$ cat src/rtl/trdb_reg_master.sv
// rtl/trdb_reg_master.sv - per_* register bus initiator for read/write/flush-and-wait commands; poll timeout enabled by TRDB_REG_MASTER_TIMEOUT_EN
module trdb_reg_master #(
    parameter int unsigned               APB_ADDR_WIDTH = 12,
    parameter logic [APB_ADDR_WIDTH-1:0] CTRL_ADDR      = '0,
    parameter int unsigned               POLL_MAX       = 1024
) (
    input  logic                      clk_i,
    input  logic                      rst_ni,
    input  logic                      cmd_valid_i,
    output logic                      cmd_ready_o,
    input  logic [1:0]                cmd_op_i,
    input  logic [APB_ADDR_WIDTH-1:0] cmd_addr_i,
    input  logic [31:0]               cmd_wdata_i,
    output logic                      rsp_valid_o,
    input  logic                      rsp_ready_i,
    output logic [31:0]               rsp_rdata_o,
    output logic                      rsp_err_o,
    output logic                      per_valid_o,
    output logic                      per_we_o,
    output logic [APB_ADDR_WIDTH-1:0] per_addr_o,
    output logic [31:0]               per_wdata_o,
    input  logic [31:0]               per_rdata_i,
    input  logic                      per_ready_i
);

    localparam logic [1:0] OP_READ  = 2'b00;
    localparam logic [1:0] OP_WRITE = 2'b01;
    localparam logic [1:0] OP_FLUSH = 2'b10;

    typedef enum logic [2:0] {
        S_IDLE,
        S_XFER,
        S_FL_WR,
        S_FL_POLL,
        S_RSP
    } state_t;

    state_t                    r_state;
    logic                      r_cmd_ready;
    logic                      r_rsp_valid;
    logic [31:0]               r_rsp_rdata;
    logic                      r_rsp_err;
    logic                      r_per_valid;
    logic                      r_per_we;
    logic [APB_ADDR_WIDTH-1:0] r_per_addr;
    logic [31:0]               r_per_wdata;

    logic                      w_done;
    logic                      w_poll_timeout;

    assign w_done = r_per_valid & per_ready_i;

`ifdef TRDB_REG_MASTER_TIMEOUT_EN
    localparam int unsigned      CNT_W   = $clog2(POLL_MAX + 1);
    localparam logic [CNT_W-1:0] CNT_MAX = CNT_W'(POLL_MAX);

    logic [CNT_W-1:0] r_poll_cnt;
    logic [CNT_W-1:0] w_poll_cnt_next;

    // The count after this poll completes; holds at POLL_MAX rather than wrapping
    assign w_poll_cnt_next = (r_poll_cnt == CNT_MAX) ? r_poll_cnt : r_poll_cnt + 1'b1;
    assign w_poll_timeout  = (w_poll_cnt_next == CNT_MAX);

    // Poll counter: cleared when the flush write lands, advanced on each completed poll read
    always_ff @(posedge clk_i or negedge rst_ni) begin
        if (!rst_ni) begin
            r_poll_cnt <= '0;
        end else if (r_state == S_FL_WR && w_done) begin
            r_poll_cnt <= '0;
        end else if (r_state == S_FL_POLL && w_done) begin
            r_poll_cnt <= w_poll_cnt_next;
        end
    end
`else
    logic w_unused_poll_max;

    // Without the timeout a flush polls until the responder confirms
    assign w_poll_timeout    = 1'b0;
    assign w_unused_poll_max = (POLL_MAX != 0);
`endif

    // Command sequencer: accept, bus transfer or flush write/poll loop, then hold the response
    always_ff @(posedge clk_i or negedge rst_ni) begin
        if (!rst_ni) begin
            r_state     <= S_IDLE;
            r_cmd_ready <= 1'b0;
            r_rsp_valid <= 1'b0;
            r_rsp_rdata <= '0;
            r_rsp_err   <= 1'b0;
            r_per_valid <= 1'b0;
            r_per_we    <= 1'b0;
            r_per_addr  <= '0;
            r_per_wdata <= '0;
        end else begin
            case (r_state)
                S_IDLE: begin
                    if (r_cmd_ready && cmd_valid_i) begin
                        r_cmd_ready <= 1'b0;
                        case (cmd_op_i)
                            OP_READ, OP_WRITE: begin
                                r_per_valid <= 1'b1;
                                r_per_we    <= cmd_op_i[0];
                                r_per_addr  <= cmd_addr_i;
                                r_per_wdata <= cmd_wdata_i;
                                r_state     <= S_XFER;
                            end
                            OP_FLUSH: begin
                                r_per_valid <= 1'b1;
                                r_per_we    <= 1'b1;
                                r_per_addr  <= CTRL_ADDR;
                                r_per_wdata <= 32'h1;
                                r_state     <= S_FL_WR;
                            end
                            default: begin
                                // Reserved op answers with an error and never touches the bus
                                r_rsp_valid <= 1'b1;
                                r_rsp_rdata <= '0;
                                r_rsp_err   <= 1'b1;
                                r_state     <= S_RSP;
                            end
                        endcase
                    end else begin
                        r_cmd_ready <= 1'b1;
                    end
                end

                S_XFER: begin
                    if (w_done) begin
                        r_per_valid <= 1'b0;
                        r_per_we    <= 1'b0;
                        r_rsp_rdata <= r_per_we ? 32'h0 : per_rdata_i;
                        r_rsp_err   <= 1'b0;
                        r_rsp_valid <= 1'b1;
                        r_state     <= S_RSP;
                    end
                end

                S_FL_WR: begin
                    // Keep per_valid high and turn straight into the first poll read
                    if (w_done) begin
                        r_per_we    <= 1'b0;
                        r_per_wdata <= '0;
                        r_state     <= S_FL_POLL;
                    end
                end

                S_FL_POLL: begin
                    if (r_per_valid) begin
                        if (per_ready_i) begin
                            r_rsp_rdata <= per_rdata_i;
                            if (!per_rdata_i[0]) begin
                                r_per_valid <= 1'b0;
                                r_rsp_err   <= 1'b0;
                                r_rsp_valid <= 1'b1;
                                r_state     <= S_RSP;
                            end else if (w_poll_timeout) begin
                                r_per_valid <= 1'b0;
                                r_rsp_err   <= 1'b1;
                                r_rsp_valid <= 1'b1;
                                r_state     <= S_RSP;
                            end else begin
                                // One idle bus cycle between consecutive polls
                                r_per_valid <= 1'b0;
                            end
                        end
                    end else begin
                        r_per_valid <= 1'b1;
                    end
                end

                S_RSP: begin
                    if (rsp_ready_i) begin
                        r_rsp_valid <= 1'b0;
                        r_cmd_ready <= 1'b1;
                        r_state     <= S_IDLE;
                    end
                end

                default: begin
                    r_state <= S_IDLE;
                end
            endcase
        end
    end

    assign cmd_ready_o = r_cmd_ready;
    assign rsp_valid_o = r_rsp_valid;
    assign rsp_rdata_o = r_rsp_rdata;
    assign rsp_err_o   = r_rsp_err;
    assign per_valid_o = r_per_valid;
    assign per_we_o    = r_per_we;
    assign per_addr_o  = r_per_addr;
    assign per_wdata_o = r_per_wdata;

endmodule
$ cat config.mk
export PLATFORM = sky130hd
export DESIGN_NAME = trdb_reg_master
export DESIGN_NICKNAME = d
export VERILOG_FILES = /design/src/rtl/trdb_reg_master.sv
export SDC_FILE = /design/constraint.sdc
export NUM_CORES = 1
export LEC_CHECK = 0
export ABC_AREA = 1
export BUFFER_PORTS_ARGS = -buffer_cell sky130_fd_sc_hd__buf_2
export CAP_MARGIN = 0
export CORE_UTILIZATION = 48
export CTS_CLUSTER_DIAMETER = 200
export DETAILED_ROUTE_END_ITERATION = 12
export GPL_TIMING_DRIVEN = 0
export PLACE_DENSITY = 0.8
export SLEW_MARGIN = 20
export SYNTH_ARGS = -nofsm -noshare
export SYNTH_HDL_FRONTEND = slang
export SYNTH_SLANG_ARGS = --single-unit
$ cat constraint.sdc
create_clock -name clk_i -period 2 [get_ports clk_i]
set_input_delay 0.2 -clock clk_i [delete_from_list [all_inputs] [get_ports clk_i]]
set_output_delay 0.2 -clock clk_i [all_outputs]
set_load 0.005 [all_outputs]
==> flow_summary.ini <==
[outcome]
status = finished clean

[grt]
grt.overflow.total = 0
use_met2_pct = 38.5
grtUsageMet3_pct = 4.69
grt_pass1_vias = 3520
grt_max_degree = 44
use_met1_pct = 30.6
top_usage_layer = met2
grt_antenna_before_repair = 0
grt_pass1_wl_um = 15800
grtUsageTotal_pct = 23.3

[critical_path]
max_stage_delay_ns = 0.47
cp_slowest_cell = dfrtp_1
cp_common_cell = nand2_1
worstSetupStartpointType = register
r2r-end = per_wdata_o[17]$_DFFE_PN0P_
arrival_ns = 1.99
path_class = reg -> reg
crit_chain = nor2_2, nand3_1, nand2_1, inv_2, nand2_2, buf_2, nand2_1, o21ai_1
critPathMaxFanout = 10
r2r_start = r_state[2]$_DFFE_PN0P_
reg2reg_depth = 8
end_kind = register
rrSetupSlack_ns = 0.26
critPathRequiredTime_ns = 2.25

[logic_synthesis]
syn_area_per_cell_um2 = 7.85
ys_seq_elements = 84
ys_types = 19
netlist_area_um2 = 3840
postSynthCellCount = 489
synth_warnings = 0
ys_seq_area_share_pct = 54.8
syn-num-nets = 572

[clock_tree]
cts_resized = 0
cts-htree-levels = 3
clk-insertion-delay-late_ns = 0.34
cts_buffers = 9
cts_tree = yes
clk_transition_reported_paths_ns = 0.08
clockBufferDepth = 2
cts_sinks = 84
cts_root_buf = clkbuf_8

[detailed_routing]
drtIter0Drc = 169
dr.pass1.iters = 4
viasPerCell = 4.91
vias = 3791
ant_nets = 0
drc = 0
wire_per_inst_um = 12.4
drt_wl_total_um = 9580

[place]
hpwl_um = 7060
io_buffers = 163
place.gp.congestion = 0.902

[cells_and_area]
finalNetCount = 748
antenna_cells = 0
drive_gt1_share_pct = 30.6
area_growth_pct = 32.0

[power]
total_power_w = 0.00807
p_per_area_nw_per_um2 = 1590
ir_drop_mv = 0.847
power.leakage_nw = 3.07

[floorplan]
start_util_pct = 49.7
io_pins = 164
die-height_um = 91.4
dieArea_um2 = 8360
coreArea_um2 = 7730
die_width_um = 91.4
row_count = 32

[timing]
rsz0062_at_grt = false
finalSetupTns_ns = 0
slew_violations = 0
whs_ns = 0.0856
setup_violations = 0
clock_skew_ns = 0.00755
finalCriticalPeriod_ns = 1.74
period_share_pct = 87.0
max_slew_margin_pct = 62.5
worstMarginPinSlew_ns = 0.563
timing.fmax_ghz = 0.575
finalHoldViolations = 0

[worst_hold_path]
holdPathStages = 3
hp-start = cmd_addr_i[3]
hold_end = per_addr_o[3]$_DFFE_PN0P_
hp-class = in -> reg

[run]
maxCapViolCount = 0
-- layer usage --
layer,share of wire [%],vias to the layer above
met2,49,132
met3,6.2,10
li1,-,1882
met5,0,-
met1,44,1767
met4,1.1,0
-- worst max-delay path, delay by kind of cell (launching register included) --
family	cells	cell delay, ns
compound gates	1	0.09
buf+inv	2	0.29
flops	1	0.47
simple gates	5	0.80
-- registers in the layout, summed over array words and instances, names as in the netlist --
register and cells:
per_addr_o 12, per_we_o 1, per_valid_o 1, rsp_err_o 1, cmd_ready_o 1, rsp_rdata_o 32, rsp_valid_o 1, r_state 3
per_wdata_o 32
-- how the worst max path moves through the flow --
stage                                       end              startpoint  slack, ns
floorplan           rsp_rdata_o[10]$_DFFE_PN0P_  r_state[1]$_DFFE_PN0P_       0.54
global placement     per_addr_o[11]$_DFFE_PN0P_                  rst_ni       0.06
detailed placement  per_wdata_o[27]$_DFFE_PN0P_  r_state[1]$_DFFE_PN0P_       0.29
CTS                 per_wdata_o[17]$_DFFE_PN0P_  r_state[1]$_DFFE_PN0P_       0.27
global route        per_wdata_o[27]$_DFFE_PN0P_  r_state[1]$_DFFE_PN0P_       0.05
finish              per_wdata_o[17]$_DFFE_PN0P_  r_state[2]$_DFFE_PN0P_       0.26
-- repair_timing --
item	4_1_cts	5_1_grt
setup buffers	0	0
endpoints found under the setup margin	0	0
endpoints found under the hold margin	42	0
hold buffers	1	0
-- report_power, final --
group / switching, W / total (W) / internal (W)
sequential: 0.000421 / 0.00290 / 0.00248
clock: 0.000579 / 0.00148 / 0.000897
combinational: 0.00224 / 0.00370 / 0.00145
-- synthesized netlist by cell type (all sizes together) --
cell	instances	share of area (%)
dfrtp	84	55
nand2	177	18
clkbuf	9	0.88
nand3	55	7.2
inv	45	4.4
nor2	45	4.7
nand4	1	0.16
o21ai	52	6.8
a21oi	3	0.49
buf	17	2.9
nand3b	1	0.20
-- cell families after synthesis --
logic type	share of synthesized area, %
buf+inv	8.18
flops	54.8
compound gates	7.27
simple gates	29.8
-- metrics by stage --
step | setup WS, ns | area, µm² | utilization (%) | std cells
after floorplan | 0.543 | 3840 | - | 489
after CTS | 0.267 | 5060 | 65.5 | 772
after detailed placement | 0.293 | 4800 | 62.2 | 755
after global placement | 0.0578 | 4780 | 61.9 | 754
after global routing | 0.0507 | 5060 | 65.5 | 772
final | 0.261 | 5060 | 65.5 | 772
-- area by class of cell --
class / instances / area, µm²
Clock buffer: 12 / 155
Multi-Input combinational cell: 334 / 1420
Tap cell: 102 / 128
Sequential cell: 84 / 2100
Inverter: 45 / 169
Clock inverter: 4 / 95.1
Fill cell: 687 / 2660
Buffer: 26 / 145
Timing Repair Buffer: 165 / 848
-- cells in the final DEF (no fill, tap or decap) --
cell | synthesis | routed
a21oi_1 | 2 | 2
a21oi_2 | 1 | 1
buf_12 | 0 | 1
buf_2 | 11 | 173
buf_4 | 3 | 4
buf_6 | 3 | 3
bufinv_16 | 0 | 3
clkbuf_1 | 9 | 10
clkbuf_8 | 0 | 11
clkinv_2 | 0 | 1
dfrtp_1 | 84 | 84
dlygate4sd3_1 | 0 | 1
inv_1 | 43 | 43
inv_2 | 2 | 2
nand2_1 | 174 | 174
nand2_2 | 3 | 3
nand3_1 | 55 | 55
nand3b_1 | 1 | 1
nand4_1 | 1 | 1
nor2_1 | 42 | 42
nor2_2 | 2 | 2
nor2_4 | 1 | 1
o21ai_0 | 31 | 31
o21ai_1 | 21 | 21
Note: power is estimated with default switching activity, not from simulation.
